`config.mk`:
```
export PLATFORM = sky130hd
export DESIGN_NAME = tcoordgen
export DESIGN_NICKNAME = d
export VERILOG_FILES = /design/src/rtl/tcoordgen.sv
export SDC_FILE = /design/constraint.sdc
export NUM_CORES = 1
export LEC_CHECK = 0
export ABC_AREA = 1
export CORE_MARGIN = 2
export CORE_UTILIZATION = 41
export DETAILED_ROUTE_END_ITERATION = 10
export DONT_BUFFER_PORTS = 1
export PLACE_DENSITY = 0.57
export SYNTH_ARGS = -nofsm -noshare
export SYNTH_HDL_FRONTEND = slang
export SYNTH_SLANG_ARGS = --single-unit
```
`constraint.sdc`:
```
create_clock -name clk -period 25 [get_ports clk]
set_clock_uncertainty 0.2 [all_clocks]
set_input_delay 5 -clock clk [delete_from_list [all_inputs] [get_ports clk]]
set_output_delay 5 -clock clk [all_outputs]
set_load 0.05 [all_outputs]
```
`src/rtl/tcoordgen.sv`:
```
// Texture coordinate generator: walks a destination frame in raster order and
// emits, per pixel, the destination coordinate and its zoomed/translated source.
//
// Ports:
//   clk, rst          clock, async active-high reset
//   hres, vres        frame size, latched on an accepted start
//   zoom              unsigned Q1.8 scale, latched on an accepted start
//   dx, dy            signed source translation, latched on an accepted start
//   start             frame request, ignored while busy
//   busy              frame in progress
//   td_x, td_y        destination coordinate
//   ts_x, ts_y        source coordinate
//   t_ready, t_next   valid/accept handshake for the coordinate set
module tcoordgen #(
    parameter int ZOOM_FRAC = 8
) (
    input  logic        clk,
    input  logic        rst,
    input  logic [10:0] hres,
    input  logic [10:0] vres,
    input  logic [8:0]  zoom,
    input  logic [10:0] dx,
    input  logic [10:0] dy,
    input  logic        start,
    output logic        busy,
    output logic [10:0] td_x,
    output logic [10:0] td_y,
    output logic [10:0] ts_x,
    output logic [10:0] ts_y,
    output logic        t_ready,
    input  logic        t_next
);

    typedef enum logic [1:0] {
        S_IDLE,
        S_LOAD,
        S_RUN
    } state_t;

    state_t      state_q, state_d;
    logic        busy_q, busy_d;
    logic        t_ready_q, t_ready_d;
    logic [10:0] td_x_q, td_x_d;
    logic [10:0] td_y_q, td_y_d;
    logic [10:0] ts_x_q, ts_x_d;
    logic [10:0] ts_y_q, ts_y_d;
    logic [10:0] hres_q, hres_d;
    logic [10:0] vres_q, vres_d;
    logic [8:0]  zoom_q, zoom_d;
    logic [10:0] dx_q, dx_d;
    logic [10:0] dy_q, dy_d;

    logic        last_px;
    logic [10:0] nx, ny;

    // Source coordinate for one axis: c + d + floor((t - c) * z / 2^ZOOM_FRAC),
    // wrapped to 11 bits. 24-bit signed keeps the product exact.
    function automatic logic [10:0] map_coord(
        input logic [10:0] t,
        input logic [10:0] res,
        input logic [10:0] d,
        input logic [8:0]  z
    );
        logic signed [23:0] c;
        logic signed [23:0] diff;
        logic signed [23:0] prod;
        logic signed [23:0] sum;
        c    = $signed({13'd0, res >> 1});
        diff = $signed({13'd0, t}) - c;
        prod = diff * $signed({15'd0, z});
        sum  = c + $signed({{13{d[10]}}, d}) + (prod >>> ZOOM_FRAC);
        return sum[10:0];
    endfunction

    always_comb begin
        last_px = (td_x_q == hres_q - 11'd1) && (td_y_q == vres_q - 11'd1);
        if (td_x_q == hres_q - 11'd1) begin
            nx = 11'd0;
            ny = td_y_q + 11'd1;
        end else begin
            nx = td_x_q + 11'd1;
            ny = td_y_q;
        end
    end

    always_comb begin
        state_d   = state_q;
        busy_d    = busy_q;
        t_ready_d = t_ready_q;
        td_x_d    = td_x_q;
        td_y_d    = td_y_q;
        ts_x_d    = ts_x_q;
        ts_y_d    = ts_y_q;
        hres_d    = hres_q;
        vres_d    = vres_q;
        zoom_d    = zoom_q;
        dx_d      = dx_q;
        dy_d      = dy_q;
        unique case (state_q)
            S_IDLE: begin
                // busy set while idle only happens for an empty frame:
                // drop it after one cycle.
                if (busy_q) begin
                    busy_d = 1'b0;
                end else if (start) begin
                    busy_d = 1'b1;
                    if (hres != 11'd0 && vres != 11'd0) begin
                        hres_d  = hres;
                        vres_d  = vres;
                        zoom_d  = zoom;
                        dx_d    = dx;
                        dy_d    = dy;
                        td_x_d  = 11'd0;
                        td_y_d  = 11'd0;
                        state_d = S_LOAD;
                    end
                end
            end
            S_LOAD: begin
                ts_x_d    = map_coord(11'd0, hres_q, dx_q, zoom_q);
                ts_y_d    = map_coord(11'd0, vres_q, dy_q, zoom_q);
                t_ready_d = 1'b1;
                state_d   = S_RUN;
            end
            S_RUN: begin
                if (t_next) begin
                    if (last_px) begin
                        t_ready_d = 1'b0;
                        busy_d    = 1'b0;
                        state_d   = S_IDLE;
                    end else begin
                        td_x_d = nx;
                        td_y_d = ny;
                        ts_x_d = map_coord(nx, hres_q, dx_q, zoom_q);
                        ts_y_d = map_coord(ny, vres_q, dy_q, zoom_q);
                    end
                end
            end
            default: state_d = S_IDLE;
        endcase
    end

    always_ff @(posedge clk or posedge rst) begin
        if (rst) begin
            state_q   <= S_IDLE;
            busy_q    <= 1'b0;
            t_ready_q <= 1'b0;
            td_x_q    <= 11'd0;
            td_y_q    <= 11'd0;
            ts_x_q    <= 11'd0;
            ts_y_q    <= 11'd0;
            hres_q    <= 11'd0;
            vres_q    <= 11'd0;
            zoom_q    <= 9'd0;
            dx_q      <= 11'd0;
            dy_q      <= 11'd0;
        end else begin
            state_q   <= state_d;
            busy_q    <= busy_d;
            t_ready_q <= t_ready_d;
            td_x_q    <= td_x_d;
            td_y_q    <= td_y_d;
            ts_x_q    <= ts_x_d;
            ts_y_q    <= ts_y_d;
            hres_q    <= hres_d;
            vres_q    <= vres_d;
            zoom_q    <= zoom_d;
            dx_q      <= dx_d;
            dy_q      <= dy_d;
        end
    end

    assign busy    = busy_q;
    assign t_ready = t_ready_q;
    assign td_x    = td_x_q;
    assign td_y    = td_y_q;
    assign ts_x    = ts_x_q;
    assign ts_y    = ts_y_q;

endmodule

```
==> Word level (Yosys, flattened, before mapping) <==
Cells that the tools add are included.
W data, S select, Z words.
{ "word_totals": {"reg_bits": 101, "in_bits": 57, "out_inout_bits": 46, "word_cells": 83} }
{ "classes": {"add_sub_neg": 14, "mul": 4, "n_eq_ne": 10, "mux": 29, "n_bitwise": 1, "reduce_logical": 13} }
{ "ops": {"columns": ["cell", "n"], "rows": [
  ["$mux W11", 13],
  ["$pmux W11 S2", 4],
  ["$add A11 B11 Y11", 6],
  ["$mul A11 B10 Y19", 2],
  ["$mul A12 B10 Y19", 2],
  ["$sub A11 B10 Y12", 2],
  ["$add A11 B1 Y11 const B", 2],
  ["$eq A11 B11 Y1", 2],
  ["$reduce_bool A11 Y1", 2],
  ["$sub A1 B10 Y11 const A", 2],
  ["$sub A11 B1 Y11 const B", 2],
  ["$ne A2 B2 Y1 const B", 6],
  ["$mux W2", 5],
  ["$reduce_and A3 Y1", 3],
  ["$pmux W2 S3", 1],
  ["$reduce_and A6 Y1", 1],
  ["$reduce_and A5 Y1", 1],
  ["$mux W1", 4],
  ["$pmux W1 S2", 2],
  ["$reduce_and A4 Y1", 1],
  ["$reduce_bool A2 Y1", 2],
  ["$eq A2 B1 Y1 const B", 1],
  ["$eq A2 B2 Y1 const B", 1],
  ["$logic_and A1 B1 Y1", 2],
  ["2 further kinds", 2]
]} }

==> Depth between registers and ports, before layout <==
{ "logic_depth": {"ltp_word": 9, "ltp_mapped": 61, "mapped_depth_nobuf": 60} }

==> Least setup slack after synthesis <==
Ideal clock, no wire load.
{ "synth_timing": {"path_type": "register -> register", "startpoint": "reg hres_q[2]", "endpoint": "reg ts_y_q[10], in the netlist ts_y[10]", "setup_time_ps": 118, "t_arrival_ps": 9041, "required_time_ps": 24682, "slack_ps": 15641, "stages_incl_launch_ff": 56, "n_path_buf": 1, "period_less_slack_ps": 9359, "cell_sequence": "dfrtp_1 > inv_1 > ha_1 > nand2_1 > nand2_1 > nor2_1 > nand3b_1 > nand2_1 > nand2_1 > nor2_4 > nand2_4 > buf_6 > nor4_4 > xor2_1 > inv_1 > ha_1 > nand2_1 > nor3_1 > (+20 left out) > nand2_1 > nand2_1 > nand2_1 > o22ai_1 > ha_1 > a21oi_1 > o21ai_0 > a21oi_1 > o21bai_1 > nand2_1 > nand2_1 > a21oi_1 > o21ai_0 > a21oi_1 > xnor2_1 > nand3_1 > nand3_1 > nand2_1"} }
{ "synth_via": {"elab_chain_cells": 9, "elab_cells_between_ends": 12, "classes_between": "add/sub (3); mul (1); eq/ne (2); mux (4); reduce/logical (2)"} }
{ "synth_lines": {"columns": ["element", "line_no", "rtl"], "rows": [
  ["start: declaration", "47", "logic [10:0] hres_q, hres_d;"],
  ["start signal: assignment", "165", "hres_q <= hres_d;"],
  ["$sub A11 B1 Y11 (*)", "76, 77", null],
  ["$eq A11 B11 Y1 (*)", "76, 77", null],
  ["$mux W11", "77", "if (td_x_q == hres_q - 11'd1) begin"],
  ["$sub A11 B10 Y12", "69", "diff = $signed({13'd0, t}) - c;"],
  ["$mul A12 B10 Y19", "70", "prod = diff * $signed({15'd0, z});"],
  ["$add A11 B11 Y11", "71", "sum = c + $signed({{13{d[10]}}, d}) + (prod >>> ZOOM_FRAC);"],
  ["$mux W11", "127", "if (last_px) begin"],
  ["$mux W11", "126", "if (t_next) begin"],
  ["$pmux W11 S2", "99", "unique case (state_q)"],
  ["end signal: assignment", "164", "ts_y_q <= ts_y_d;"],
  ["end: declaration", "46", "logic [10:0] ts_y_q, ts_y_d;"]
]} }
Every way passes the cells marked *; elsewhere a longest branch is shown, timed or not. The select of a mux whose other input is x is not followed.
A chain may end at the register's enable or synchronous reset.

==> Worst setup path in the final report <==
{ "layout_timing": {"startpoint": "reg hres_q[1]", "endpoint": "reg ts_y_q[10], in the netlist ts_y[10]"} }
The elaborated chain is that of the path after synthesis.

==> run summary <==
======================================================================================
Status                                                                    complete, no violations
Data arrival at the endpoint of the critical path                             11.60 ns
Max-Slew Margin vs Limit                                                         0.313
HPWL after detailed placement                                                 53300 um
Count of port buffers added during placement                                         0
Number of standard cells in the layout, taps in and fillers out                   3461
Met2 usage in global routing                                                     0.413
Number of buffers created by CTS                                                     9
Top Ports                                                                          103
Reg-to-reg setup timing slack                                                 13.47 ns
Post-layout minimum cycle time                                                11.53 ns
Via count of the first global-routing pass                                       18400
Source-to-sink clock delay at the later pin of the worst-skew pair             0.39 ns
Number of buffers added to fix hold violations after cts                             0
Category of the most critical setup path                                    reg -> reg
Vertical die dimension                                                          235 um
Total negative slack for setup checks                                             0 ns
Path type of the worst min-delay path                                       reg -> reg
Slowest cell on the critical path                                         sky130_fd_sc_hd__dfrtp_1
RSZ-0062 raised after global routing                                             false
Deepest level of the CTS H-tree                                                      3
Area of the placeable core                                                 52600 sq um
Clock slew at the register clock pins of the worst setup and hold paths        0.08 ns
Yosys synthesis warning count                                                        0
GRT met3 Usage                                                                  0.0442
Final hold violations                                                                0
Buffers & Inverters on Critical Path                                                 6
Number of core rows                                                                 84
Area of the die                                                            55000 sq um
Instance count of the mapped netlist                                              2810
Top cells by instance count after synthesis                               sky130_fd_sc_hd__inv_1, sky130_fd_sc_hd__nand2_1, sky130_fd_sc_hd__fa_1
Detailed-router iteration count before antenna repair                                6
Starting density of the core                                                     0.415
Die Wd                                                                          235 um
Layer with the highest usage after global routing                                 met2
Peak per-stage delay on the critical path                                      0.77 ns
Clock tree from TritonCTS                                                         done
Final #Nets                                                                       3381
Iteration-0 DRC Markers                                                           1044
Final routed wire length divided by cell count                                 18.9 um
Number of setup buffers added after CTS                                              0
CP startpoint kind                                                            register
Cell family with the largest share of critical-path delay                  adder cells
Total global routing track utilization                                           0.250
Critical path data required time                                              25.07 ns
Buffer levels on the longest clock path                                              2
Cell type contributing the most total cell area after synthesis           sky130_fd_sc_hd__fa_1
Worst-path maximum fanout                                                           14
Global-route track usage on met1                                                 0.332
Clk Tree Root Cell                                                        sky130_fd_sc_hd__clkbuf_16
Crit end category                                                             register
DR DRC count                                                                         0
Highest attainable clock frequency                                          0.0867 GHz
Final antenna-violating net count                                                    0
Area growth syn-to-layout                                                        4.73%
Synth Register Bits                                                                101
TritonCTS sink count                                                               101
Overflow after GRT                                                                   0
Share of synthesized registers carrying an async set or reset                     1.00
Number of flops mapped to enable cells by yosys                                      0
Post-CTS sizing                                                                      0
Slew at the pin closest to its max-slew limit                                  1.03 ns
Post-synthesis average cell area                                            7.75 sq um
Sequential share of the synthesized area                                         0.116
Final Cycle Share                                                                0.461
Top cells by area, synth                                                  sky130_fd_sc_hd__fa_1, sky130_fd_sc_hd__ha_1, sky130_fd_sc_hd__dfrtp_1
Number of vias after detailed routing                                            17700
Maximum number of pins on one net before global-route repair                        63
Most frequently used flop master after synthesis                          sky130_fd_sc_hd__dfrtp_1
Cell area after technology mapping                                         21800 sq um
Ratio of cells with drive above 1 in the final layout                           0.0426
Max-slew violation total from the final report                                       0
Antenna Diode Count                                                                  0
Number of antenna violations at the first check in global routing                    0
Filler cell count                                                                 5365
Maximum capacitance violations                                                       0
Share of the synthesized area in the top cell type                               0.300
Global-route wire length before repair                                       104000 um
Post-Place Cells                                                                  3445
Utilization after layout                                                         0.434
Placer Congestion                                                                0.892
Post-Route WL                                                                 65500 um
Yosys cell types                                                                    55
Syn_nets                                                                          3423
Post-DR vias/cell                                                                 5.11
Most numerous cell in the Yosys netlist                                   sky130_fd_sc_hd__inv_1
Setup violators final                                                                0
CP dominant cell by count                                                 sky130_fd_sc_hd__nand2_1
======================================================================================
==> per-layer routing <==
| metal | part of all wire | up-vias |
|---|---|---|
| met3 | 0.066 | 98 |
| met5 | 0 | - |
| li1 | - | 8437 |
| met1 | 0.44 | 8610 |
| met2 | 0.47 | 524 |
| met4 | 0.030 | 0 |
==> final timing paths <==
kind | startpoint | end | cells past startpoint
worst min register to register | dx_q[5]$_DFFE_PP0P_ | dx_q[5]$_DFFE_PP0P_ | 1
max in group asynchronous | rst | td_x[0]$_DFFE_PP0P_ | 2
worst max-delay path | hres_q[1]$_DFFE_PP0P_ | ts_y[10]$_DFFE_PP0P_ | 54
min in group asynchronous | rst | dx_q[9]$_DFFE_PP0P_ | 1
worst min-delay path | dx_q[5]$_DFFE_PP0P_ | dx_q[5]$_DFFE_PP0P_ | 1
worst max register to register | hres_q[1]$_DFFE_PP0P_ | ts_y[10]$_DFFE_PP0P_ | 54
==> placed cells by master (no fill, tap or decap), types with 22 or more instances in the layout <==
cell / n
sky130_fd_sc_hd__a21oi_1: 94
sky130_fd_sc_hd__dfrtp_1: 101
sky130_fd_sc_hd__fa_1: 326
sky130_fd_sc_hd__ha_1: 230
sky130_fd_sc_hd__inv_1: 640
sky130_fd_sc_hd__mux2_2: 22
sky130_fd_sc_hd__nand2_1: 531
sky130_fd_sc_hd__nand3_1: 79
sky130_fd_sc_hd__nor2_1: 280
sky130_fd_sc_hd__nor3_1: 22
sky130_fd_sc_hd__o21ai_0: 120
sky130_fd_sc_hd__xnor2_1: 54
sky130_fd_sc_hd__xor2_1: 73
==> layout make-up <==
type | count | area (sq um) | area share
Inverter | 652 | 2450 | 0.107
Clock buffer | 9 | 225 | 0.00987
Timing Repair Buffer | 19 | 143 | 0.00625
Clock inverter | 7 | 86.3 | 0.00378
Multi-Input combinational cell | 1985 | 16500 | 0.724
Sequential cell | 101 | 2530 | 0.111
Tap cell | 688 | 861 | 0.0377
==> cell families after synthesis <==
logic type / synth area share
DFF: 0.116
and+or+nand+nor: 0.193
AOI/OAI and AO/OA: 0.0714
xor gates and xnor gates: 0.0511
muxes: 0.0114
buffers and inverters: 0.126
adders and majority gates: 0.432
==> state kept, by name, indices dropped and copies added (netlist names) <==
name     cells
vres_q      11
dx_q        11
t_ready      1
ts_x        11
busy         1
hres_q      11
td_y        11
td_x        11
dy_q        11
ts_y        11
zoom_q       9
state_q      2
==> stage by stage <==
stage          hold slack [ns]  instance area, sq um  worst slack (ns)
2_1_floorplan            0.281                 21800             15.64
3_5_place_dp             0.310                 22500             13.65
6_report                 0.324                 22800             13.47
4_1_cts                  0.329                 22800             13.62
5_1_grt                  0.352                 22800             12.50
3_3_place_gp             0.299                 22500             13.83
==> worst reg2reg max path, delay by kind of cell, from the launching register on <==
kind	cells	cell delay, ns
adders and majority gates	9	3.89
and+or+nand+nor	25	3.20
AOI/OAI and AO/OA	11	1.72
xor gates and xnor gates	3	1.03
DFF	1	0.77
buffers and inverters	6	0.61
Power is not shown: default switching activity piles up to over one toggle a cycle in this logic, so the estimate is an artifact.
